**config.mk**
```make
export PLATFORM = sky130hd
export DESIGN_NAME = level_port_arbiter
export DESIGN_NICKNAME = d
export VERILOG_FILES = /design/src/rtl/level_port_arbiter_pkg.sv /design/src/rtl/rr_arbiter.sv /design/src/rtl/level_port_arbiter.sv
export SDC_FILE = /design/constraint.sdc
export NUM_CORES = 1
export LEC_CHECK = 0
export CORE_UTILIZATION = 32
export DETAILED_ROUTE_END_ITERATION = 16
export GPL_TIMING_DRIVEN = 0
export PLACE_DENSITY_LB_ADDON = 0.05
export SLEW_MARGIN = 20
export SYNTH_ARGS = -nofsm -noshare
export SYNTH_HDL_FRONTEND = slang
export SYNTH_HIERARCHICAL = 1
export SYNTH_SLANG_ARGS = --single-unit
```
**constraint.sdc**
```tcl
create_clock -name clk -period 6.9 [get_ports clk]
set_input_delay 1.38 -clock clk [delete_from_list [all_inputs] [get_ports clk]]
set_output_delay 1.38 -clock clk [all_outputs]
set_load 0.005 [all_outputs]
```
**src/rtl/level_port_arbiter_pkg.sv**
```systemverilog
// rtl/level_port_arbiter_pkg.sv - screen geometry and level block-type definitions
package sk_defs;

    localparam int SCREEN_W   = 640;
    localparam int SCREEN_H   = 480;
    localparam int TILE_SHIFT = 5;
    localparam int COORD_W    = 10;

    // Block types stored in the level tile memory; BLK_OOB never appears in memory,
    // it is synthesised for coordinates outside the visible screen.
    typedef enum logic [2:0] {
        BLK_EMPTY    = 3'd0,
        BLK_BRICK    = 3'd1,
        BLK_PLATFORM = 3'd2,
        BLK_SPIKE    = 3'd3,
        BLK_LADDER   = 3'd4,
        BLK_COIN     = 3'd5,
        BLK_EXIT     = 3'd6,
        BLK_OOB      = 3'd7
    } blockType_t;

endpackage

```
**src/rtl/rr_arbiter.sv**
```systemverilog
// rtl/rr_arbiter.sv - round-robin arbiter with internal last-winner pointer
module rr_arbiter #(
    parameter int NUM_REQ = 3
) (
    input  logic               clk,
    input  logic               reset_n,
    input  logic [NUM_REQ-1:0] req,
    input  logic               en,
    output logic [NUM_REQ-1:0] gnt
);

    localparam int IDX_W = (NUM_REQ > 1) ? $clog2(NUM_REQ) : 1;

    logic [IDX_W-1:0] ptr;
    logic [IDX_W-1:0] winIdx;
    logic [IDX_W-1:0] cand;
    logic             found;

    // Scan from the slot after the last winner so every requester gets its turn
    always_comb begin
        gnt    = '0;
        winIdx = ptr;
        found  = 1'b0;
        cand   = '0;
        for (int k = 1; k <= NUM_REQ; k++) begin
            cand = IDX_W'((int'(ptr) + k) % NUM_REQ);
            if (en && !found && req[cand]) begin
                gnt[cand] = 1'b1;
                winIdx    = cand;
                found     = 1'b1;
            end
        end
    end

    // Pointer moves only when a requester actually wins; reset makes requester 0 first
    always_ff @(posedge clk or negedge reset_n) begin
        if (!reset_n) begin
            ptr <= IDX_W'(NUM_REQ - 1);
        end else if (found) begin
            ptr <= winIdx;
        end
    end

endmodule

```
**src/rtl/level_port_arbiter.sv**
```systemverilog
// rtl/level_port_arbiter.sv - shares the level tile memory between display and collision clients
module level_port_arbiter #(
    parameter int NUM_REQ    = 3,
    parameter int DATA_W     = 3,
    parameter int TILE_SHIFT = sk_defs::TILE_SHIFT,
    parameter int COLS       = 20,
    parameter int ADDR_W     = 9
) (
    input  logic                  clk,
    input  logic                  reset_n,
    input  logic                  disp_pix_en,
    input  logic                  disp_active,
    input  logic [9:0]            disp_x,
    input  logic [9:0]            disp_y,
    output logic [DATA_W-1:0]     disp_data,
    input  logic [NUM_REQ-1:0]    req,
    input  logic [NUM_REQ*10-1:0] req_x,
    input  logic [NUM_REQ*10-1:0] req_y,
    output logic [NUM_REQ-1:0]    gnt,
    output logic [NUM_REQ-1:0]    rvalid,
    output logic [DATA_W-1:0]     rdata,
    output logic                  mem_en,
    output logic [ADDR_W-1:0]     mem_addr,
    input  logic [DATA_W-1:0]     mem_rdata
);

    import sk_defs::*;

    localparam int IDX_W = (NUM_REQ > 1) ? $clog2(NUM_REQ) : 1;

    // Travels alongside each access so the result lands at the right client
    typedef struct packed {
        logic             valid;
        logic             disp;
        logic             oob;
        logic [IDX_W-1:0] idx;
    } pipeTag_t;

    logic               dispOwns;
    logic [NUM_REQ-1:0] arbGnt;
    logic [IDX_W-1:0]   winIdx;
    logic [9:0]         selX;
    logic [9:0]         selY;
    logic               selOob;
    logic [ADDR_W-1:0]  tileRow;
    logic [ADDR_W-1:0]  tileCol;
    logic [ADDR_W-1:0]  selAddr;
    pipeTag_t           tag0;
    pipeTag_t           tag1;
    pipeTag_t           tag2;

    // Display always wins its pixel-tick slot; collision clients only see the other cycles
    assign dispOwns = disp_pix_en && disp_active;

    rr_arbiter #(
        .NUM_REQ(NUM_REQ)
    ) uArb (
        .clk    (clk),
        .reset_n(reset_n),
        .req    (req),
        .en     (reset_n && !dispOwns),
        .gnt    (arbGnt)
    );

    assign gnt = arbGnt;

    // Owner mux: coordinates and index of whoever owns this cycle
    always_comb begin
        selX   = disp_x;
        selY   = disp_y;
        winIdx = '0;
        if (!dispOwns) begin
            for (int i = 0; i < NUM_REQ; i++) begin
                if (arbGnt[i]) begin
                    selX   = req_x[10*i +: 10];
                    selY   = req_y[10*i +: 10];
                    winIdx = IDX_W'(i);
                end
            end
        end
    end

    assign selOob  = (selX >= 10'(SCREEN_W)) || (selY >= 10'(SCREEN_H));
    assign tileRow = ADDR_W'(selY >> TILE_SHIFT);
    assign tileCol = ADDR_W'(selX >> TILE_SHIFT);
    assign selAddr = tileRow * ADDR_W'(COLS) + tileCol;

    assign tag0.valid = dispOwns || (|arbGnt);
    assign tag0.disp  = dispOwns;
    assign tag0.oob   = selOob;
    assign tag0.idx   = winIdx;

    // Stage 1: issue the memory read; out-of-screen slots keep the memory idle
    always_ff @(posedge clk or negedge reset_n) begin
        if (!reset_n) begin
            tag1     <= '0;
            mem_en   <= 1'b0;
            mem_addr <= '0;
        end else begin
            tag1   <= tag0;
            mem_en <= tag0.valid && !tag0.oob;
            if (tag0.valid && !tag0.oob) begin
                mem_addr <= selAddr;
            end
        end
    end

    // Stage 2: wait out the single-cycle memory latency
    always_ff @(posedge clk or negedge reset_n) begin
        if (!reset_n) begin
            tag2 <= '0;
        end else begin
            tag2 <= tag1;
        end
    end

    // Stage 3: register the result and steer it to the display or the tagged requester
    always_ff @(posedge clk or negedge reset_n) begin
        if (!reset_n) begin
            rvalid    <= '0;
            rdata     <= DATA_W'(BLK_EMPTY);
            disp_data <= DATA_W'(BLK_EMPTY);
        end else begin
            rvalid <= '0;
            if (tag2.valid) begin
                if (tag2.disp) begin
                    disp_data <= tag2.oob ? DATA_W'(BLK_OOB) : mem_rdata;
                end else begin
                    rvalid[tag2.idx] <= 1'b1;
                    rdata            <= tag2.oob ? DATA_W'(BLK_OOB) : mem_rdata;
                end
            end
        end
    end

endmodule
```
==> impl_metrics.py <==
metrics = {
    "routing": {
        "routed_wl_um": 4780,
        "ant_nets": 0,
        "drt_first_pass_iters": 4,
        "drt_iter0_drc": 80,
        "vias_per_cell": 4.96,
        "route.detailed.drc": 0,
        "avgRoutedWirePerCell_um": 13.2,
        "vias": 1800,
    },
    "placement": {
        "dp_hpwl_um": 3870,
        "port_buffers": 71,
        "placed_cells": 355,
        "placed_cell_area_um2": 2930,
        "pre_cts_slack_ps": -93.3,
        "gp_congestion": 0.777,
    },
    "yosys": {
        "synth_ff_type": "dfrtp_1",
        "ys_top_cells_by_count": "dfrtp_1, nor2_1, nand2_1, ha_1, o21ai_0",
        "synth.area.top_cells": "dfrtp_1, ha_1, mux2_4",
        "synth_cells": 207,
        "synth_most_common_cell": "dfrtp_1",
        "avgSynthCellArea_um2": 10.3,
        "yosysTopAreaCell": "dfrtp_1",
        "muxShareOfSynthArea_pct": 10.9,
        "yosysSeqAreaShare_pct": 36.5,
        "synth_top_family_by_area": "compound AO/OA/AOI/OAI gates",
        "yosys_warnings": 6,
        "synth-compound-area-share_pct": 18.3,
        "synth-edff-count": 0,
        "yosysUniqueCellTypes": 56,
        "synthDominantCellAreaShare_pct": 35.2,
        "synthAdderAreaFrac_pct": 9.51,
        "synthSimpleGateAreaFrac_pct": 17.1,
        "synth_nets": 312,
        "async_reset_ff_share_pct": 100,
        "ys_ff_latch": 31,
        "synth_xor_area_share_pct": 2.47,
        "synth_area_um2": 2130,
    },
    "clock_tree": {
        "cts.repair.resized": 0,
        "root_buffer": "clkbuf_8",
        "cts_hold_buffers": 0,
        "cts_tree": "yes",
        "cts_made_buffers": 5,
        "ctsHtreeMaxLevel": 2,
        "clock_sinks": 31,
        "clk_path_buf_depth": 2,
        "clkLatencyLatePin_ps": 270,
        "clk_pin_slew_ps": 60,
        "postCtsSetupRepairBufs": 0,
    },
    "grt": {
        "antenna_found_initial": 0,
        "track_usage_pct": 14.3,
        "grt_pass1_vias": 1811,
        "grt_pass1_wl_um": 8290,
        "grt_util_met1_pct": 20.2,
        "use_met3_pct": 3.46,
        "grt_max_degree": 33,
        "use_met2_pct": 21.9,
        "gr-total-overflow": 0,
        "busiest_layer": "met2",
    },
    "sta": {
        "maxClockFrequency_mhz": 156,
        "timing.final.ws_setup_ps": 493,
        "hold_slack_ps": 347,
        "finalSetupViolations": 0,
        "drv_slew": 0,
        "rsz0062_at_grt": "false",
        "timing.final.crit_share_pct": 92.9,
        "layout_min_cycle_time_ps": 6410,
        "hold_violations": 0,
        "maxSlewHeadroom_pct": 54.5,
        "fin_skew_ps": 0.891,
        "worst_pin_slew_ps": 682,
    },
    "setup_path": {
        "reg2reg_depth": 20,
        "r2r_setup_slack_ps": 1320,
        "critPathCaptureType": "flop",
        "worstReg2RegStart": "uArb/ptr[1]$_DFFE_PN1P_",
        "cpMostUsedCell": "nand2_1",
        "crit_chain": "clkdlybuf4s50_1 -> nand2_1 -> clkbuf_1 -> and2_1 -> o211ai_1 -> a211oi_1 -> a21o_1 -> buf_4 -> nor3b_2 -> a222oi_1 -> o21ai_1 -> ha_1 -> fa_1 -> nand2_1 -> or4b_2 -> a21oi_1 -> a221oi_1 -> xnor2_1 -> mux2_4",
        "crit_path_start_kind": "input pin",
        "crit_fanout": 10,
        "startpoint": "disp_pix_en",
        "cpMaxStageDelayCell": "or4b_2",
        "cp.arrival_ps": 6570,
        "required_ps": 7060,
        "worst-setup-path-type": "input pin to flop",
        "cpPeakStageDelay_ps": 610,
    },
    "power_and_ir_drop": {
        "peakVddDrop_v": 0.000427,
        "power_uw": 1650,
        "p_leak_uw": 0.00131,
        "power_density_nw_per_um2": 541,
    },
    "cells_and_area": {
        "layout-drive-gt1-share_pct": 13.6,
        "final_cells": 363,
        "nFillCells": 598,
        "multiInputGateArea_um2": 1240,
        "fin_nets": 390,
        "seqCellArea_um2": 777,
        "diodes": 0,
        "postLayoutCellArea_um2": 3050,
        "areaGrowthSynthToFinish_pct": 43.2,
    },
    "floorplan": {
        "floorplan.initialDensity_pct": 33.4,
        "core_region_area_um2": 6390,
        "dieWidth_um": 83.6,
        "die_area_um2": 6990,
        "num_rows": 29,
        "io_pins": 112,
        "die_height_um": 83.6,
    },
    "worst_hold_path": {
        "hold_class": "flop to flop",
        "min_path_cells": 0,
        "hp-start": "tag1[2]$_DFF_PN0_",
    },
    "run_status": {
        "status": "finished, final reports clean",
    },
    "flow_run": {
        "cap_violations": 0,
    },
}
==> cells by family after synthesis <==
| family | after synthesis |
|---|---|
| mux | 19 |
| buf+inv | 19 |
| fa+ha+maj | 15 |
| flops | 31 |
| compound gates | 54 |
| simple gates | 63 |
| xor+xnor | 6 |
==> power breakdown <==
group          switching, uW  internal, uW
clock                   62.5           117
combinational            533           629
sequential              41.8           268
==> sequential cells by signal (all words and copies together) (netlist names) <==
name       flops
mem_addr       9
tag1           5
tag2           5
disp_data      3
rdata          3
rvalid         3
uArb/ptr       2
mem_en         1
==> stage by stage <==
step / utilization (%) / TNS (ps)
final: 47.8 / 0
after global routing: 47.8 / 0
after CTS: 47.8 / 0
after detailed placement: 45.9 / -93.3
after global placement: 46.0 / -714
after floorplan: - / 0
==> layer usage <==
| metal | wire [um] | part of all wire [%] |
|---|---|---|
| met5 | 0 | 0 |
| met4 | 48 | 1.0 |
| met3 | 291 | 6.1 |
| met1 | 2370 | 50 |
| met2 | 2070 | 43 |
==> layout by cell type (no fill, tap or decap), drive strengths merged, types with 5 or more instances in the layout <==
cell,count
clkdlybuf4s50,70
dfrtp,30
nor2,16
nand2,15
ha,13
o21ai,12
mux2i,10
a21oi,10
clkbuf,10
mux2,9
inv,8
buf,8
nand2b,6
xnor2,5
and2,5
==> cell type report <==
| type | count | share of cell area [%] |
|---|---|---|
| Multi-Input combinational cell | 157 | 40.6 |
| Sequential cell | 31 | 25.5 |
| Timing Repair Buffer | 71 | 23.1 |
| Tap cell | 77 | 3.16 |
| Buffer | 11 | 2.75 |
| Clock buffer | 6 | 2.71 |
| Clock inverter | 2 | 1.15 |
| Inverter | 8 | 0.984 |
==> critical path: cells and delay by family <==
family,cells,cell delay (ps)
AOI/OAI and AO/OA,7,1400
and+or+nand+nor,5,1510
adders and majority gates,2,930
muxes,1,270
xor gates and xnor gates,1,150
buffers and inverters,3,920
==> final timing paths <==
kind,end
max reg2reg,mem_addr[8]$_DFFE_PN0P_
min,tag2[2]$_DFF_PN0_
max,mem_addr[8]$_DFFE_PN0P_
max in group asynchronous,mem_addr[2]$_DFFE_PN0P_
min in group asynchronous,rdata[0]$_DFFE_PN0P_
min reg2reg,tag2[2]$_DFF_PN0_
Power figures use the tool's default switching activity.
